--- src/rtl/bank1_slot_table.sv ---
// bank1_slot_table: bank1 descriptor slots with AXI read/write ports and a
// sequencer fetch/start/done port that runs and profiles slots.
module bank1_slot_table #(
   parameter int BANK1_INDEX_WIDTH    = 2,
   parameter int BANK1_SRC_ADDR_WIDTH = 32,
   parameter int BANK1_SRC_SIZE_WIDTH = 26,
   parameter int BANK1_DST_ADDR_WIDTH = 32,
   parameter int BANK1_DST_SIZE_WIDTH = 26,
   parameter int BANK1_STATUS_WIDTH   = 2,
   parameter int BANK1_PROFILE_WIDTH  = 32,
   parameter int DATA_WIDTH           = 32
) (
   input  logic                            clk,
   input  logic                            reset,
   input  logic [BANK1_INDEX_WIDTH-1:0]    ext_bank1_out_index,
   input  logic                            ext_bank1_out_req,
   output logic [BANK1_SRC_ADDR_WIDTH-1:0] ext_bank1_out_src_addr,
   output logic [BANK1_SRC_SIZE_WIDTH-1:0] ext_bank1_out_src_size,
   output logic [BANK1_DST_ADDR_WIDTH-1:0] ext_bank1_out_des_addr,
   output logic [BANK1_DST_SIZE_WIDTH-1:0] ext_bank1_out_des_size,
   output logic [BANK1_STATUS_WIDTH-1:0]   ext_bank1_out_status,
   output logic [BANK1_PROFILE_WIDTH-1:0]  ext_bank1_out_profile,
   output logic                            ext_bank1_out_ready,
   input  logic                            ext_bank1_in_req,
   input  logic [BANK1_INDEX_WIDTH-1:0]    ext_bank1_in_index,
   input  logic [3:0]                      ext_bank1_in_offset,
   input  logic [DATA_WIDTH-1:0]           ext_bank1_in_data,
   input  logic [BANK1_INDEX_WIDTH-1:0]    seq_index,
   input  logic                            seq_fetch,
   output logic                            seq_fetch_valid,
   output logic [BANK1_SRC_ADDR_WIDTH-1:0] seq_src_addr,
   output logic [BANK1_SRC_SIZE_WIDTH-1:0] seq_src_size,
   output logic [BANK1_DST_ADDR_WIDTH-1:0] seq_des_addr,
   output logic [BANK1_DST_SIZE_WIDTH-1:0] seq_des_size,
   input  logic                            seq_start,
   input  logic                            seq_done,
   output logic                            seq_err
);
   localparam int SLOTS = 2 ** BANK1_INDEX_WIDTH;
   localparam logic [BANK1_STATUS_WIDTH-1:0] ST_VALID   = BANK1_STATUS_WIDTH'(1);
   localparam logic [BANK1_STATUS_WIDTH-1:0] ST_RUNNING = BANK1_STATUS_WIDTH'(2);
   localparam logic [BANK1_STATUS_WIDTH-1:0] ST_DONE    = BANK1_STATUS_WIDTH'(3);
   logic [BANK1_SRC_ADDR_WIDTH-1:0] src_addr [SLOTS];
   logic [BANK1_SRC_SIZE_WIDTH-1:0] src_size [SLOTS];
   logic [BANK1_DST_ADDR_WIDTH-1:0] des_addr [SLOTS];
   logic [BANK1_DST_SIZE_WIDTH-1:0] des_size [SLOTS];
   logic [BANK1_STATUS_WIDTH-1:0]   status   [SLOTS];
   logic [BANK1_PROFILE_WIDTH-1:0]  profile  [SLOTS];
   logic seq_hit, seq_bad, wr_status, wr_profile;
   assign ext_bank1_out_src_addr = src_addr[ext_bank1_out_index];
   assign ext_bank1_out_src_size = src_size[ext_bank1_out_index];
   assign ext_bank1_out_des_addr = des_addr[ext_bank1_out_index];
   assign ext_bank1_out_des_size = des_size[ext_bank1_out_index];
   assign ext_bank1_out_status   = status[ext_bank1_out_index];
   assign ext_bank1_out_profile  = profile[ext_bank1_out_index];
   assign ext_bank1_out_ready    = ext_bank1_out_req;
   // Any sequencer event on the written slot shadows AXI status/profile writes.
   assign seq_hit    = (seq_start || seq_done) && ext_bank1_in_index == seq_index;
   assign seq_bad    = (seq_start && seq_done) || (seq_start && status[seq_index] != ST_VALID) ||
                       (seq_done && status[seq_index] != ST_RUNNING);
   assign wr_status  = ext_bank1_in_req && ext_bank1_in_offset == 4'd4 && !seq_hit &&
                       status[ext_bank1_in_index] != ST_RUNNING && !ext_bank1_in_data[1];
   assign wr_profile = ext_bank1_in_req && ext_bank1_in_offset == 4'd5 && !seq_hit;
   always_ff @(posedge clk) begin
      if (reset) begin
         for (int s = 0; s < SLOTS; s++) begin
            src_addr[s] <= '0;
            src_size[s] <= '0;
            des_addr[s] <= '0;
            des_size[s] <= '0;
            status[s]   <= '0;
            profile[s]  <= '0;
         end
         seq_fetch_valid <= 1'b0;
         seq_src_addr    <= '0;
         seq_src_size    <= '0;
         seq_des_addr    <= '0;
         seq_des_size    <= '0;
         seq_err         <= 1'b0;
      end else begin
         seq_fetch_valid <= seq_fetch;
         seq_err         <= seq_bad;
         if (seq_fetch) begin
            seq_src_addr <= src_addr[seq_index];
            seq_src_size <= src_size[seq_index];
            seq_des_addr <= des_addr[seq_index];
            seq_des_size <= des_size[seq_index];
         end
         for (int s = 0; s < SLOTS; s++)
            if (status[s] == ST_RUNNING && profile[s] != '1) profile[s] <= profile[s] + 1'b1;
         if (ext_bank1_in_req && ext_bank1_in_offset == 4'd0)
            src_addr[ext_bank1_in_index] <= BANK1_SRC_ADDR_WIDTH'(ext_bank1_in_data);
         if (ext_bank1_in_req && ext_bank1_in_offset == 4'd1)
            src_size[ext_bank1_in_index] <= BANK1_SRC_SIZE_WIDTH'(ext_bank1_in_data);
         if (ext_bank1_in_req && ext_bank1_in_offset == 4'd2)
            des_addr[ext_bank1_in_index] <= BANK1_DST_ADDR_WIDTH'(ext_bank1_in_data);
         if (ext_bank1_in_req && ext_bank1_in_offset == 4'd3)
            des_size[ext_bank1_in_index] <= BANK1_DST_SIZE_WIDTH'(ext_bank1_in_data);
         if (wr_status) status[ext_bank1_in_index] <= BANK1_STATUS_WIDTH'(ext_bank1_in_data[1:0]);
         if (wr_profile) profile[ext_bank1_in_index] <= '0;
         if (seq_start && !seq_bad) begin
            status[seq_index]  <= ST_RUNNING;
            profile[seq_index] <= '0;
         end
         // The edge that finishes a run must not count as a running cycle.
         if (seq_done && !seq_bad) begin
            status[seq_index]  <= ST_DONE;
            profile[seq_index] <= profile[seq_index];
         end
      end
   end
endmodule

--- config.mk ---
export PLATFORM = sky130hd
export DESIGN_NAME = bank1_slot_table
export DESIGN_NICKNAME = d
export VERILOG_FILES = /design/src/rtl/bank1_slot_table.sv
export SDC_FILE = /design/constraint.sdc
export NUM_CORES = 1
export LEC_CHECK = 0
export CORE_MARGIN = 2
export CORE_UTILIZATION = 40
export DETAILED_ROUTE_END_ITERATION = 7
export PLACE_DENSITY = 0.6
export SLEW_MARGIN = 20
export SYNTH_ARGS = -nofsm -noshare
export SYNTH_HDL_FRONTEND = slang
export SYNTH_SLANG_ARGS = --single-unit
--- constraint.sdc ---
create_clock -name clk -period 5.1 [get_ports clk]
set_input_delay 1.275 -clock clk [delete_from_list [all_inputs] [get_ports clk]]
set_output_delay 1.275 -clock clk [all_outputs]
set_load 0.1 [all_outputs]
### Yosys cells after proc, flatten, opt, wreduce, memory -nomap -nowiden

Memory sizes are Yosys's and may differ from the RTL's. A register that Yosys moved wholly into a read port is not among the register bits.
Cells that the tools add are included.

* input bits: 49
* output and inout bits: 269
* ROM bits: 0
* register bits after elaboration: 2
* latch bits: 0
* bits in writable memories: 600
* logic and storage cells: 148
* memories kept: 6

Memories
* des_addr: depth 4, width 32, rd ports 2, clocked after memory_dff 1, write ports 4, line 45 `logic [BANK1_DST_ADDR_WIDTH-1:0] des_addr [SLOTS];`
* profile: depth 4, width 32, rd ports 5, clocked after memory_dff 0, write ports 6, line 48 `logic [BANK1_PROFILE_WIDTH-1:0] profile [SLOTS];`
* src_addr: depth 4, width 32, rd ports 2, clocked after memory_dff 1, write ports 4, line 43 `logic [BANK1_SRC_ADDR_WIDTH-1:0] src_addr [SLOTS];`
* des_size: depth 4, width 26, rd ports 2, clocked after memory_dff 1, write ports 4, line 46 `logic [BANK1_DST_SIZE_WIDTH-1:0] des_size [SLOTS];`
* src_size: depth 4, width 26, rd ports 2, clocked after memory_dff 1, write ports 4, line 44 `logic [BANK1_SRC_SIZE_WIDTH-1:0] src_size [SLOTS];`
* status: depth 4, width 2, rd ports 7, clocked after memory_dff 0, write ports 4, line 47 `logic [BANK1_STATUS_WIDTH-1:0] status [SLOTS];`

* div/mod/pow operators: 0
* multipliers: 0
* multiplexer cells: 62
* bitwise logic cells: 18
* magnitude comparators: 0
* equality and inequality tests: 22
* add/sub/neg operators: 4
* shift operators: 0
* reductions and logical operators: 34

Operators with widths (number)
* $mux W32: 7
* $add A32 B1 Y32 const B: 4
* $ne A32 B32 Y1 const B: 4
* $reduce_or A32 Y1: 2
* $mux W26: 2
* $reduce_or A26 Y1: 2
* $mux W1: 44
* $logic_and A1 B1 Y1: 20
* $mux W2: 9
* $and A1 B1 Y1: 8
* $eq A2 B2 Y1 const A: 4
* $eq A2 B2 Y1 const B: 4
* $eq A4 B2 Y1 const B: 2
* $eq A4 B3 Y1 const B: 2
* $or A1 B1 Y1: 6
* $eq A4 B1 Y1 const B: 1
* $logic_not A4 Y1: 1
* $ne A2 B2 Y1 const B: 2
* $not A1 Y1: 4
* $reduce_or A2 Y1: 2
* $logic_not A1 Y1: 3
* $logic_or A1 B1 Y1: 3
* $eq A2 B2 Y1: 1
* $ne A2 B1 Y1 const B: 1
* other kinds (2): 2

### Longest topological paths before layout

An unclocked memory read counts as a cell.

* depth in word-level cells: 14
* mapped depth: 9
* gate-level depth less buffers: 6

### Least setup slack after synthesis

Ideal clock, no wire load.

* path kind: in2reg
* start point: input ext_bank1_in_index[0]
* end point: memory des_addr[0][0] (enable)
* setup slack: 242 ps
* path buffers: 3
* stages on the path: 5
* arrival time: 4392 ps
* data required time: 4634 ps
* library setup time: 466 ps
* path through: clkbuf_1 or2_2 clkbuf_1 clkbuf_1 o21ai_0

RTL lines
* from (decl): line 25 `input logic [BANK1_INDEX_WIDTH-1:0] ext_bank1_in_index,`
* to (decl): line 45

### Final worst setup path

* start point: input ext_bank1_out_index[1]
* end point: output ext_bank1_out_src_size[3]

* longest elaborated chain between the ends: 1

RTL lines
* from (decl): line 15 `input logic [BANK1_INDEX_WIDTH-1:0] ext_bank1_out_index,`
* $mem_v2 Z4 W26
* to (decl): line 18 `output logic [BANK1_SRC_SIZE_WIDTH-1:0] ext_bank1_out_src_size,`

Every way passes these cells.

==> flow_summary.yaml <==
die:
  start_util_pct: 40.2
  die_w_um: 301
  ios: 318
  fp.dieH_um: 301
  rows: 109
  dieArea_um2: 90800
  core_um2: 88000
logic_synthesis:
  synth-edff-count: 468
  netlist_area_um2: 35400
  synth_top_cell_area_share_pct: 39.7
  synth.distinct_cells: 82
  seq_area_frac_synth_pct: 53.9
  synth_area_leaders: "edfxtp_1 40%, mux4_2 17%, dfxtp_1 14%, and3_1 4.7%, mux2i_1 3.4%"
  synth_seq_cells: 718
  syn_avg_cell_area_um2: 12.9
  syn_nets: 2794
  ys_warn_count: 0
  async_reset_ff_share_pct: 0
  postSynthCellCount: 2741
  ys.flop_type: "edfxtp_1"
  yosys.area.top_type: "edfxtp_1"
routing:
  drt_pass1_iterations: 5
  ant_nets: 0
  avgViaCountPerCell: 6.01
  drc: 0
  wl_um: 115000
  wire_per_inst_um: 27.2
  drt_iter0_drc: 2396
  vias: 25333
timing:
  slew_headroom_pct: 22.2
  holdWs_ns: 0.493
  period_needed_ns: 4.20
  post-route-period-util_pct: 82.3
  finalSetupViolations: 0
  finClkSkew_ns: 0.0230
  drv_slew: 0
  rsz0062_at_grt: "no"
  finalSetupTns_ns: 0
  hold_viol: 0
  tightest_slew_ns: 1.16
  fmax_mhz: 238
run_status:
  status: "completed"
global_route:
  gr-total-overflow: 0
  grt_pass1_wl_um: 167000
  grt_usage_pct: 24.9
  antenna_found_initial: 2
  grt_pass1_vias: 24942
  grt_max_degree: 80
setup_path:
  critPathMaxFanout: 58
  cp.arrival_ns: 2.92
  r2r_end: "profile[1][7]$_SDFFE_PP0P_"
  cp-end-kind: "primary output"
  crit_path_start: "ext_bank1_out_index[1]"
  r2r_setup_slack_ns: 1.96
  critPathLaunchType: "input port"
  regToRegStartpoint: "profile[1][0]$_SDFFE_PP0P_"
  critPathRequiredTime_ns: 3.83
  worst_r2r_path_depth: 6
  worstSetupEndpoint: "ext_bank1_out_src_size[3]"
  worstSetupPathType: "in -> out"
power:
  powerDensity_nw_per_um2: 362
  cellLeakagePower_nw: 16.1
  power_mw: 15.6
  vdd_ir_drop_max_mv: 0.272
layout:
  multiInputGateArea_um2: 15200
  syn_to_final_growth_pct: 21.6
  final_area_um2: 43000
  layout_common_cells: "468 x edfxtp_1, 268 x mux4_2, 268 x and3_1"
  seqCellArea_um2: 19100
  fillers: 7547
  final_cells: 4213
  drive_gt1_share_pct: 22.5
  final_nets: 3032
  layout_commonest_cell: "edfxtp_1"
placed_design:
  io_buffers: 315
  gp_congestion: 0.900
  placed_cells: 4059
  place_area_um2: 40200
  dp_hpwl_um: 76200
clock_network:
  clk_latency_ns: 0.63
  cts_buffers: 81
  clockBufferDepth: 3
  hold_buffers: 0
  root_buffer: "clkbuf_16"
  cts_sinks: 718
  clkTransAtPathRegs_ns: 0.06
  htreeDepth: 3
  cts_tree: "done"
  cts.repair.resized: 0
  post_cts_buffers: 0
flow_run:
  maxCapViolCount: 0
min_path:
  hp-start: "seq_des_addr[13]$_SDFFE_PP0P_"
  hp-class: "reg -> reg"
==> metrics by stage <==
stage,worst slack [ns],util (%)
after floorplan,0.242,-
after global placement,0.886,45.7
after detailed placement,0.779,45.7
after CTS,0.879,48.8
after global routing,0.843,48.9
final,0.902,48.9
==> flip-flops by register name (all words and copies together) (netlist names) <==
signal and cells:
des_addr 128, des_size 104, profile 128, seq_des_addr 32, seq_des_size 26, seq_err 1, seq_fetch_valid 1, seq_src_addr 32
seq_src_size 26, src_addr 128, src_size 104, status 8
==> worst min-delay path by stage <==
stage | endpoint | slack [ns] | cells after the start
after floorplan | profile[0][25]$_SDFFE_PP0P_ | 0.44 | 1
after global placement | seq_des_size[16]$_SDFFE_PP0P_ | 0.47 | 2
after detailed placement | seq_des_addr[13]$_SDFFE_PP0P_ | 0.48 | 2
after CTS | seq_des_addr[13]$_SDFFE_PP0P_ | 0.49 | 2
after global routing | seq_des_size[17]$_SDFFE_PP0P_ | 0.51 | 2
final | seq_des_addr[13]$_SDFFE_PP0P_ | 0.49 | 2
==> area by class of cell <==
cell class / instances / share of cell area [%]
Timing Repair Buffer: 398 / 9.95
Tap cell: 1165 / 3.39
Clock buffer: 108 / 5.21
Inverter: 67 / 0.585
Clock inverter: 41 / 1.11
Multi-Input combinational cell: 1713 / 35.4
Antenna cell: 3 / 0.0175
Sequential cell: 718 / 44.3
==> synth_stat cells (all sizes together) (4+ instances only) <==
cell,count
nor4,20
a221o,18
nor4b,4
nand3,75
nand4,45
a21oi,47
mux4,269
nor2,234
inv,67
xor2,8
or4,30
o211ai,22
clkbuf,185
ha,4
nand2,115
o311ai,5
a41oi,5
and2,118
and4,27
o31ai,23
a311oi,4
a211oi,7
o2111ai,6
mux2i,119
o21ai,46
a31oi,35
nand2b,14
nor3,27
xnor2,13
or3,26
a21o,8
nor2b,10
buf,58
o22ai,4
edfxtp,468
nand3b,7
and3,270
nand4b,6
or2,4
a22o,7
dfxtp,250
==> worst max-delay path, stage by stage <==
cell and delay [ns]:
clkbuf_8 0.54, buf_12 0.33, mux4_2 0.45, buf_12 0.21
==> metal layers <==
metal / global-route usage, % / vias to the layer above / share of wire [%]
met3: 4.64 / 187 / 7.9
met4: 8.88 / 4 / 3.5
met2: 41.9 / 1106 / 49
met1: 32.3 / 12894 / 39
li1: - / 11142 / -
met5: 0 / - / 0.018
==> power by group <==
group          internal, mW  total [mW]  switching, mW
Combinational         0.845        2.89           2.05
Clock                  3.60        6.04           2.44
Sequential             6.46        6.62          0.154
==> cell families (layout without fill, tap and decap cells) <==
kind of cell               count (synthesis)  after routing  synth area share [%]
AOI/OAI and AO/OA                        261            261                  5.17
xor gates and xnor gates                  21             21                 0.520
adders and majority gates                  4              4                 0.142
buffers and inverters                    310            614                  3.53
DFF                                      718            718                  53.9
muxes                                    389            389                  20.5
other                                      0              3                     0
and+or+nand+nor                         1038           1038                  16.2
Power figures use the tool's default switching activity.
